## src/rtl/calc2_port_responder.sv

```systemverilog
// calc2 single-port responder: two-cycle request capture, ADD/SUB/SHL/SHR compute, in-order result
// queue with per-entry latency countdown. Define CALC_TAG_CHECK_EN to error out duplicate pending tags.
module calc2_port_responder #(
  parameter int unsigned DEPTH     = 4,
  parameter int unsigned ADD_LAT   = 2,
  parameter int unsigned SHIFT_LAT = 3
) (
  input  logic        c_clk,
  input  logic        reset,
  input  logic [3:0]  req_cmd_in,
  input  logic [31:0] req_data_in,
  input  logic [1:0]  req_tag_in,
  output logic [1:0]  out_resp,
  output logic [31:0] out_data,
  output logic [1:0]  out_tag,
  output logic        busy,
  output logic        drop_err
);

  localparam int unsigned PW     = $clog2(DEPTH);
  localparam int unsigned MaxLat = (ADD_LAT > SHIFT_LAT) ? ADD_LAT : SHIFT_LAT;
  localparam int unsigned CW     = $clog2(MaxLat + 1);

  localparam logic [PW:0]   Full     = (PW + 1)'(DEPTH);
  localparam logic [PW:0]   FullM1   = (PW + 1)'(DEPTH - 1);
  // Countdown is preloaded with LAT-1 so the pop edge lands the response at LAT+2.
  localparam logic [CW-1:0] AddCnt   = CW'(ADD_LAT - 1);
  localparam logic [CW-1:0] ShiftCnt = CW'(SHIFT_LAT - 1);

  typedef enum logic [0:0] {StIdle, StOp2} state_e;

  state_e              state_q, state_d;
  logic [3:0]          cmd_q, cmd_d;
  logic [1:0]          tag_q, tag_d;
  logic [31:0]         op1_q, op1_d;
  logic [PW-1:0]       wr_ptr_q, wr_ptr_d, rd_ptr_q, rd_ptr_d;
  logic [PW:0]         occ_q, occ_d;
  logic [DEPTH-1:0]    q_vld_q, q_vld_d;
  logic [1:0]          q_resp_q [DEPTH];
  logic [1:0]          q_resp_d [DEPTH];
  logic [31:0]         q_data_q [DEPTH];
  logic [31:0]         q_data_d [DEPTH];
  logic [1:0]          q_tag_q  [DEPTH];
  logic [1:0]          q_tag_d  [DEPTH];
  logic [CW-1:0]       q_cnt_q  [DEPTH];
  logic [CW-1:0]       q_cnt_d  [DEPTH];
  logic [1:0]          out_resp_q, out_resp_d;
  logic [31:0]         out_data_q, out_data_d;
  logic [1:0]          out_tag_q, out_tag_d;
  logic                drop_q, drop_d;
`ifdef CALC_TAG_CHECK_EN
  logic                dup_q, dup_d;
`endif

  logic                pop, push;
  logic [32:0]         sum;
  logic [1:0]          new_resp;
  logic [31:0]         new_data;
  logic [CW-1:0]       new_cnt;

  assign busy = (occ_q == Full) || ((occ_q == FullM1) && (state_q == StOp2));

  always_comb begin
    sum      = {1'b0, op1_q} + {1'b0, req_data_in};
    new_resp = 2'd2;
    new_data = '0;
    new_cnt  = AddCnt;
    case (cmd_q)
      4'd1: if (!sum[32]) begin
        new_resp = 2'd1;
        new_data = sum[31:0];
      end
      4'd2: if (req_data_in <= op1_q) begin
        new_resp = 2'd1;
        new_data = op1_q - req_data_in;
      end
      4'd5: begin
        new_resp = 2'd1;
        new_data = op1_q << req_data_in[4:0];
        new_cnt  = ShiftCnt;
      end
      4'd6: begin
        new_resp = 2'd1;
        new_data = op1_q >> req_data_in[4:0];
        new_cnt  = ShiftCnt;
      end
      default: ;
    endcase
`ifdef CALC_TAG_CHECK_EN
    if (dup_q) begin
      new_resp = 2'd2;
      new_data = '0;
    end
`endif
  end

  always_comb begin
    state_d    = state_q;
    cmd_d      = cmd_q;
    tag_d      = tag_q;
    op1_d      = op1_q;
    wr_ptr_d   = wr_ptr_q;
    rd_ptr_d   = rd_ptr_q;
    q_vld_d    = q_vld_q;
    q_resp_d   = q_resp_q;
    q_data_d   = q_data_q;
    q_tag_d    = q_tag_q;
    out_resp_d = '0;
    out_data_d = '0;
    out_tag_d  = '0;
    drop_d     = 1'b0;
`ifdef CALC_TAG_CHECK_EN
    dup_d      = dup_q;
`endif
    for (int i = 0; i < DEPTH; i++) begin
      q_cnt_d[i] = (q_cnt_q[i] == '0) ? '0 : q_cnt_q[i] - CW'(1);
    end

    pop  = (occ_q != '0) && (q_cnt_q[rd_ptr_q] == '0);
    push = (state_q == StOp2);

    unique case (state_q)
      StIdle: begin
        if (req_cmd_in != 4'd0) begin
          if (busy) begin
            drop_d = 1'b1;
          end else begin
            cmd_d   = req_cmd_in;
            tag_d   = req_tag_in;
            op1_d   = req_data_in;
            state_d = StOp2;
`ifdef CALC_TAG_CHECK_EN
            dup_d = 1'b0;
            for (int i = 0; i < DEPTH; i++) begin
              if (q_vld_q[i] && (q_tag_q[i] == req_tag_in)) dup_d = 1'b1;
            end
`endif
          end
        end
      end
      StOp2: state_d = StIdle;
      default: state_d = StIdle;
    endcase

    if (pop) begin
      out_resp_d        = q_resp_q[rd_ptr_q];
      out_data_d        = q_data_q[rd_ptr_q];
      out_tag_d         = q_tag_q[rd_ptr_q];
      q_vld_d[rd_ptr_q] = 1'b0;
      rd_ptr_d          = rd_ptr_q + PW'(1);
    end

    if (push) begin
      q_vld_d[wr_ptr_q]  = 1'b1;
      q_resp_d[wr_ptr_q] = new_resp;
      q_data_d[wr_ptr_q] = new_data;
      q_tag_d[wr_ptr_q]  = tag_q;
      q_cnt_d[wr_ptr_q]  = new_cnt;
      wr_ptr_d           = wr_ptr_q + PW'(1);
    end

    case ({push, pop})
      2'b10:   occ_d = occ_q + (PW + 1)'(1);
      2'b01:   occ_d = occ_q - (PW + 1)'(1);
      default: occ_d = occ_q;
    endcase
  end

  always_ff @(posedge c_clk or negedge reset) begin
    if (!reset) begin
      state_q    <= StIdle;
      cmd_q      <= '0;
      tag_q      <= '0;
      op1_q      <= '0;
      wr_ptr_q   <= '0;
      rd_ptr_q   <= '0;
      occ_q      <= '0;
      q_vld_q    <= '0;
      out_resp_q <= '0;
      out_data_q <= '0;
      out_tag_q  <= '0;
      drop_q     <= 1'b0;
`ifdef CALC_TAG_CHECK_EN
      dup_q      <= 1'b0;
`endif
      for (int i = 0; i < DEPTH; i++) begin
        q_resp_q[i] <= '0;
        q_data_q[i] <= '0;
        q_tag_q[i]  <= '0;
        q_cnt_q[i]  <= '0;
      end
    end else begin
      state_q    <= state_d;
      cmd_q      <= cmd_d;
      tag_q      <= tag_d;
      op1_q      <= op1_d;
      wr_ptr_q   <= wr_ptr_d;
      rd_ptr_q   <= rd_ptr_d;
      occ_q      <= occ_d;
      q_vld_q    <= q_vld_d;
      out_resp_q <= out_resp_d;
      out_data_q <= out_data_d;
      out_tag_q  <= out_tag_d;
      drop_q     <= drop_d;
`ifdef CALC_TAG_CHECK_EN
      dup_q      <= dup_d;
`endif
      for (int i = 0; i < DEPTH; i++) begin
        q_resp_q[i] <= q_resp_d[i];
        q_data_q[i] <= q_data_d[i];
        q_tag_q[i]  <= q_tag_d[i];
        q_cnt_q[i]  <= q_cnt_d[i];
      end
    end
  end

  assign out_resp = out_resp_q;
  assign out_data = out_data_q;
  assign out_tag  = out_tag_q;
  assign drop_err = drop_q;

endmodule

```

## config.mk

```make
export PLATFORM = sky130hd
export DESIGN_NAME = calc2_port_responder
export DESIGN_NICKNAME = d
export VERILOG_FILES = /design/src/rtl/calc2_port_responder.sv
export SDC_FILE = /design/constraint.sdc
export NUM_CORES = 1
export LEC_CHECK = 0
export CAP_MARGIN = 25
export CORE_UTILIZATION = 60
export CTS_BUF_LIST = sky130_fd_sc_hd__clkbuf_2 sky130_fd_sc_hd__clkbuf_4 sky130_fd_sc_hd__clkbuf_8
export CTS_CLUSTER_DIAMETER = 120
export CTS_CLUSTER_SIZE = 30
export DETAILED_ROUTE_END_ITERATION = 6
export GPL_TIMING_DRIVEN = 1
export PLACE_DENSITY_LB_ADDON = 0.2
export SLEW_MARGIN = 30
export SYNTH_ARGS = -nofsm -noshare
export SYNTH_HDL_FRONTEND = slang
export SYNTH_SLANG_ARGS = --single-unit
export TNS_END_PERCENT = 1
```

## constraint.sdc

```tcl
create_clock -name c_clk -period 8.68 [get_ports c_clk]
set_input_delay 2.17 -clock c_clk [delete_from_list [all_inputs] [get_ports c_clk]]
set_output_delay 2.17 -clock c_clk [all_outputs]
set_load 0.005 [all_outputs]
```

# Word level (Yosys, flattened, before mapping)

Cells that the tools add are included.

ROM bits: 0
Memories kept: 0
Register bits: 235
Latch bits: 0
Word-level logic and storage cells: 111
Bits of input ports: 40
RAM bits: 0

Bitwise gates (word level): 4
Add/subtract/negate cells: 10
Div/mod/pow operators: 0
Multipliers: 0
Order comparisons: 4
Multiplexer cells: 42
Shift operators: 2
Equal/unequal tests: 8
Reduce and logical (&&, ||, !) cells: 14

Operator list:

| operator                                                            | number |
|---|---|
| 32-bit 2-to-1 mux                                                   | 6 |
| 128-bit bitwise mux                                                 | 1 |
| 32-bit case mux with 4 select lines                                 | 1 |
| 32-bit binary-select mux with 2-bit select                          | 1 |
| 32-bit demux with 2-bit select                                      | 1 |
| 32-bit by 32-bit adder with 33-bit output                           | 1 |
| 32-bit less-or-equal comparator                                     | 1 |
| 2-bit 2-to-1 mux                                                    | 16 |
| 32-bit by 5-bit << shifter with 32-bit output                       | 1 |
| 32-bit by 5-bit right shift with 32-bit output                      | 1 |
| 32-bit subtractor                                                   | 1 |
| 8-bit bitwise mux                                                   | 3 |
| 2-bit binary-select mux with 2-bit select                           | 3 |
| 2-bit logical NOT                                                   | 5 |
| 4-bit by 3-bit == test with 1-bit output (second input constant)    | 2 |
| 8-bit 2-to-1 mux                                                    | 1 |
| 2-bit by 1-bit subtractor with 2-bit output (second input constant) | 4 |
| 3-bit >= comparator (second input constant)                         | 2 |
| 2-bit inverter with 3-bit output                                    | 2 |
| 2-bit case mux with 3 select lines                                  | 1 |
| 3-bit case mux with 2 select lines                                  | 1 |
| 1-bit 2-to-1 mux                                                    | 5 |
| 2-bit by 1-bit adder with 2-bit output (second input constant)      | 2 |
| 2-bit demux with 2-bit select                                       | 1 |
| other kinds (18)                                                    | 21 |

# Longest topological paths before layout

Word-level depth: 8
Depth in mapped cells: 17
Mapped depth without buffers: 12

# Worst setup path after synthesis

Ideal clock, no wire load.

Kind: input-to-reg
Start: in req_data_in[1]
End: reg q_data_q[122] (netlist bit)
Stages on the path: 13
Data required time: 8.548 ns
Setup time: 0.132 ns
Buffers on the path: 2
Arrival: 5.611 ns
Slack: 2.937 ns
Cell sequence: buf_1 > buf_2 > clkinv_1 > fa_1 > o21ba_2 > nor4_1 > o311ai_1 > a31o_2 > o311ai_1 > a211oi_1 > a221o_1 > a21oi_1 > o21ai_1

Cells in the longest elaborated chain, start to end: 4
Elaborated cells between the ends (all ways): 9
Classes of those cells: add/sub: 2; order compare: 1; shift: 2; mux: 4

RTL lines:

| what                                        | line   | RTL |
|---|---|---|
| start, declared                             | 11     | `input logic [31:0] req_data_in,` |
| 32-bit subtractor (tied with other cells)   | 75     | `new_data = op1_q - req_data_in;` |
| 32-bit 2-to-1 mux, on equally long branches | 73, 69 |  |
| 32-bit case mux with 4 select lines *       | 68     | `case (cmd_q)` |
| 128-bit bitwise mux *                       | 156    | `q_data_d[wr_ptr_q] = new_data;` |
| end signal, assigned by index               | 210    | `q_data_q[i] <= q_data_d[i];` |
| end, declared                               | 41     | `logic [31:0] q_data_q [DEPTH];` |

Mark *: on every way between the ends. The rest lies on a longest branch, timed or not.
A chain may end at the register's enable or synchronous reset.

# Final worst setup path

Start: in req_data_in[4]
End: reg q_data_q[126] (netlist bit)

Same word-level chain as after synthesis.

==> metrics.cfg <==
[global_routing]
grt_pass1_vias=13600
track_usage_pct=35.9
overflow=0
grt_max_degree=88
grt_first_pass_wirelength_um=79300
antenna_found_initial=0

[floorplanning]
pin_count=78
initial_core_util_pct=61.5
rows=60
die_h_um=169
coreArea_um2=27200
die_x_um=169
die-area_um2=28500

[synth]
ys_ff_latch=235
synth_cells=1833
synth_edf_count=0
synth_top_area_share_pct=35.2
postSynthAreaPerCell_um2=9.12
yosysMostFrequentCell=dfrtp_1
ys_types=80
yosysTopAreaCell=dfrtp_1
ys_top_cells_by_area=dfrtp_1 35%, mux4_2 8.6%, mux2_2 6.3%
synthTopCellsByCount=235 x dfrtp_1, 224 x nand2_1, 145 x nor2_1
async_flop_share_pct=100
syn_area_um2=16700
yosysWarningCount=0
syn_nets=1946
synth_top_flop_cell=dfrtp_1
seq_area_frac_synth_pct=35.2

[setup_path]
crit-reg2reg-launch=op1_q[9]
critPathCaptureType=register
setup.worst_path.start=req_data_in[4]
setup.worst_path.start_class=input pin
critPathMaxFanout=9
critPathArrivalTime_ns=6.49
critPathKind=input pin to register
crit_required_ns=9.09

[clock_tree]
cts_resized=0
clock_sinks=235
cts.clk_slew.worst_paths_ns=0.16
numCtsBuffers=12
cts_hold_buf=0
clkLatencyLatePin_ns=0.57
tritoncts=done
clk_root_buffer_cell=clkbuf_8
clockBufferDepth=3
cts_setup_buffers=0
htreeDepth=1

[timing]
worst_pin_slew_ns=0.937
hold_ws_ns=0.498
rsz0062_at_grt=no
min_period_ns=6.08
setup_tns_ns=0
finalHoldViolCount=0
slew_violations=0
fin_skew_ns=0.0393
fmax_mhz=164
period_share_pct=70.0
final-setup-viol-count=0
maxSlewHeadroom_pct=35.9

[placement]
place_congestion=1.03
portBuffers=77
hpwl_um=37400

[finish]
fin_nets=1927
final_layout_size_suffix_gt1_share_pct=12.9
diodes=0
layout-area-overhead-vs-synth_pct=6.86

[flow_run]
maxCapViolations=0

[pwr]
ir_drop_mv=0.305
leakage_nw=7.58
totalPowerFinal_mw=6.57
p_per_area_nw_per_um2=368

[hold_path]
hold_path.class=register to register
holdCritStartpoint=q_data_q[112]

[detailed_routing]
drt_drc_violations_left=0
wl_per_cell_um=23.2
viasPerCell=6.67
first_pass_iters=6
dr_wl_met3_um=4090
ant_nets=0
routed.top_layer=met4
routed_wl_um=50700
num_vias=14600
dr_wl_met2_um=22800
wl_met1_um=22100
drt_iter0_markers=2023

[outcome]
status=complete, no violations

==> through the flow <==
step	util, %	setup slack [ns]	instance area (um^2)	instances
floorplan	-	2.94	16700	1833
global placement	64.8	2.27	17600	2171
detailed placement	64.9	2.13	17600	2172
CTS	65.7	2.73	17900	2188
global route	65.7	2.46	17900	2188
finish	65.7	2.60	17900	2188
==> sequential cells by signal, indices dropped and copies added, names as in the netlist, 2 cells and up <==
name,count
occ_q,3
op1_q,32
tag_q,2
wr_ptr_q,2
out_tag,2
cmd_q,4
rd_ptr_q,2
out_resp,2
q_resp_q,8
q_cnt_q,8
q_data_q,128
q_tag_q,8
out_data,32
==> critical path, stage by stage <==
cell,delay (ns)
clkdlybuf4s50_1,0.75
inv_1,0.10
ha_1,0.43
o211ai_1,0.13
a21oi_1,0.09
o21ai_1,0.51
a21oi_1,0.19
o41ai_1,0.84
o21ai_0,0.24
a221o_1,0.34
a21boi_1,0.55
o21ai_1,0.13
==> power by group <==
group	leakage [nW]	total (mW)	switching [mW]	internal, mW
logic	4.48	4.03	2.36	1.67
registers	2.99	2.04	0.484	1.55
clock network	0.116	0.504	0.352	0.152
total	7.58	6.57	3.20	3.37
==> per-layer routing <==
layer | GRT usage [%] | vias to the layer above
met5 | 0 | -
met4 | 11.1 | 0
met3 | 4.65 | 102
met2 | 55.4 | 693
met1 | 52.7 | 7171
li1 | - | 6635
==> cell usage in the layout (no fill, tap or decap), drive strengths merged, types with 6 or more instances in the layout <==
cell | netlist | routed
a211o | 8 | 8
a211oi | 30 | 30
a21o | 12 | 12
a21oi | 123 | 123
a221o | 13 | 13
a221oi | 12 | 12
a22oi | 7 | 7
a31oi | 8 | 8
a32oi | 6 | 6
buf | 31 | 25
clkbuf | 99 | 14
clkdlybuf4s50 | 0 | 72
dfrtp | 235 | 235
ha | 70 | 70
inv | 67 | 68
mux2 | 93 | 93
mux2i | 58 | 58
mux4 | 64 | 64
nand2 | 225 | 225
nand2b | 19 | 19
nand3 | 20 | 20
nand4 | 7 | 7
nor2 | 146 | 146
nor2b | 55 | 55
nor3 | 38 | 38
o211a | 7 | 7
o211ai | 17 | 17
o21a | 6 | 6
o21ai | 207 | 207
o21bai | 15 | 15
o221ai | 15 | 15
o22ai | 21 | 21
o31ai | 9 | 9
or2 | 8 | 8
==> path summary, 6_finish.rpt <==
kind	endpoint	slack [ns]	depth (start not counted)
max reg2reg	q_data_q[123]	4.17	11
min reg2reg	q_data_q[112]	0.50	2
min in group asynchronous	wr_ptr_q[0]	1.55	1
max in group asynchronous	op1_q[3]	5.94	2
max	q_data_q[126]	2.60	12
min	q_data_q[112]	0.50	2
==> layout make-up <==
type	instances	area, um^2
sequential	235	5880
inverter	69	259
tap	372	465
multi-input combinational	1399	10100
fill	2281	9310
timing repair buffer	97	932
clock buffer	14	186
clock inverter	2	41.3
==> logic make-up after synthesis <==
group / synth area share, %
compound gates: 20.9
simple gates: 14.8
flops: 35.2
mux: 18.4
buf+inv: 4.64
fa+ha+maj: 5.60
xor+xnor: 0.472
Note: power is estimated with default switching activity, not from simulation.
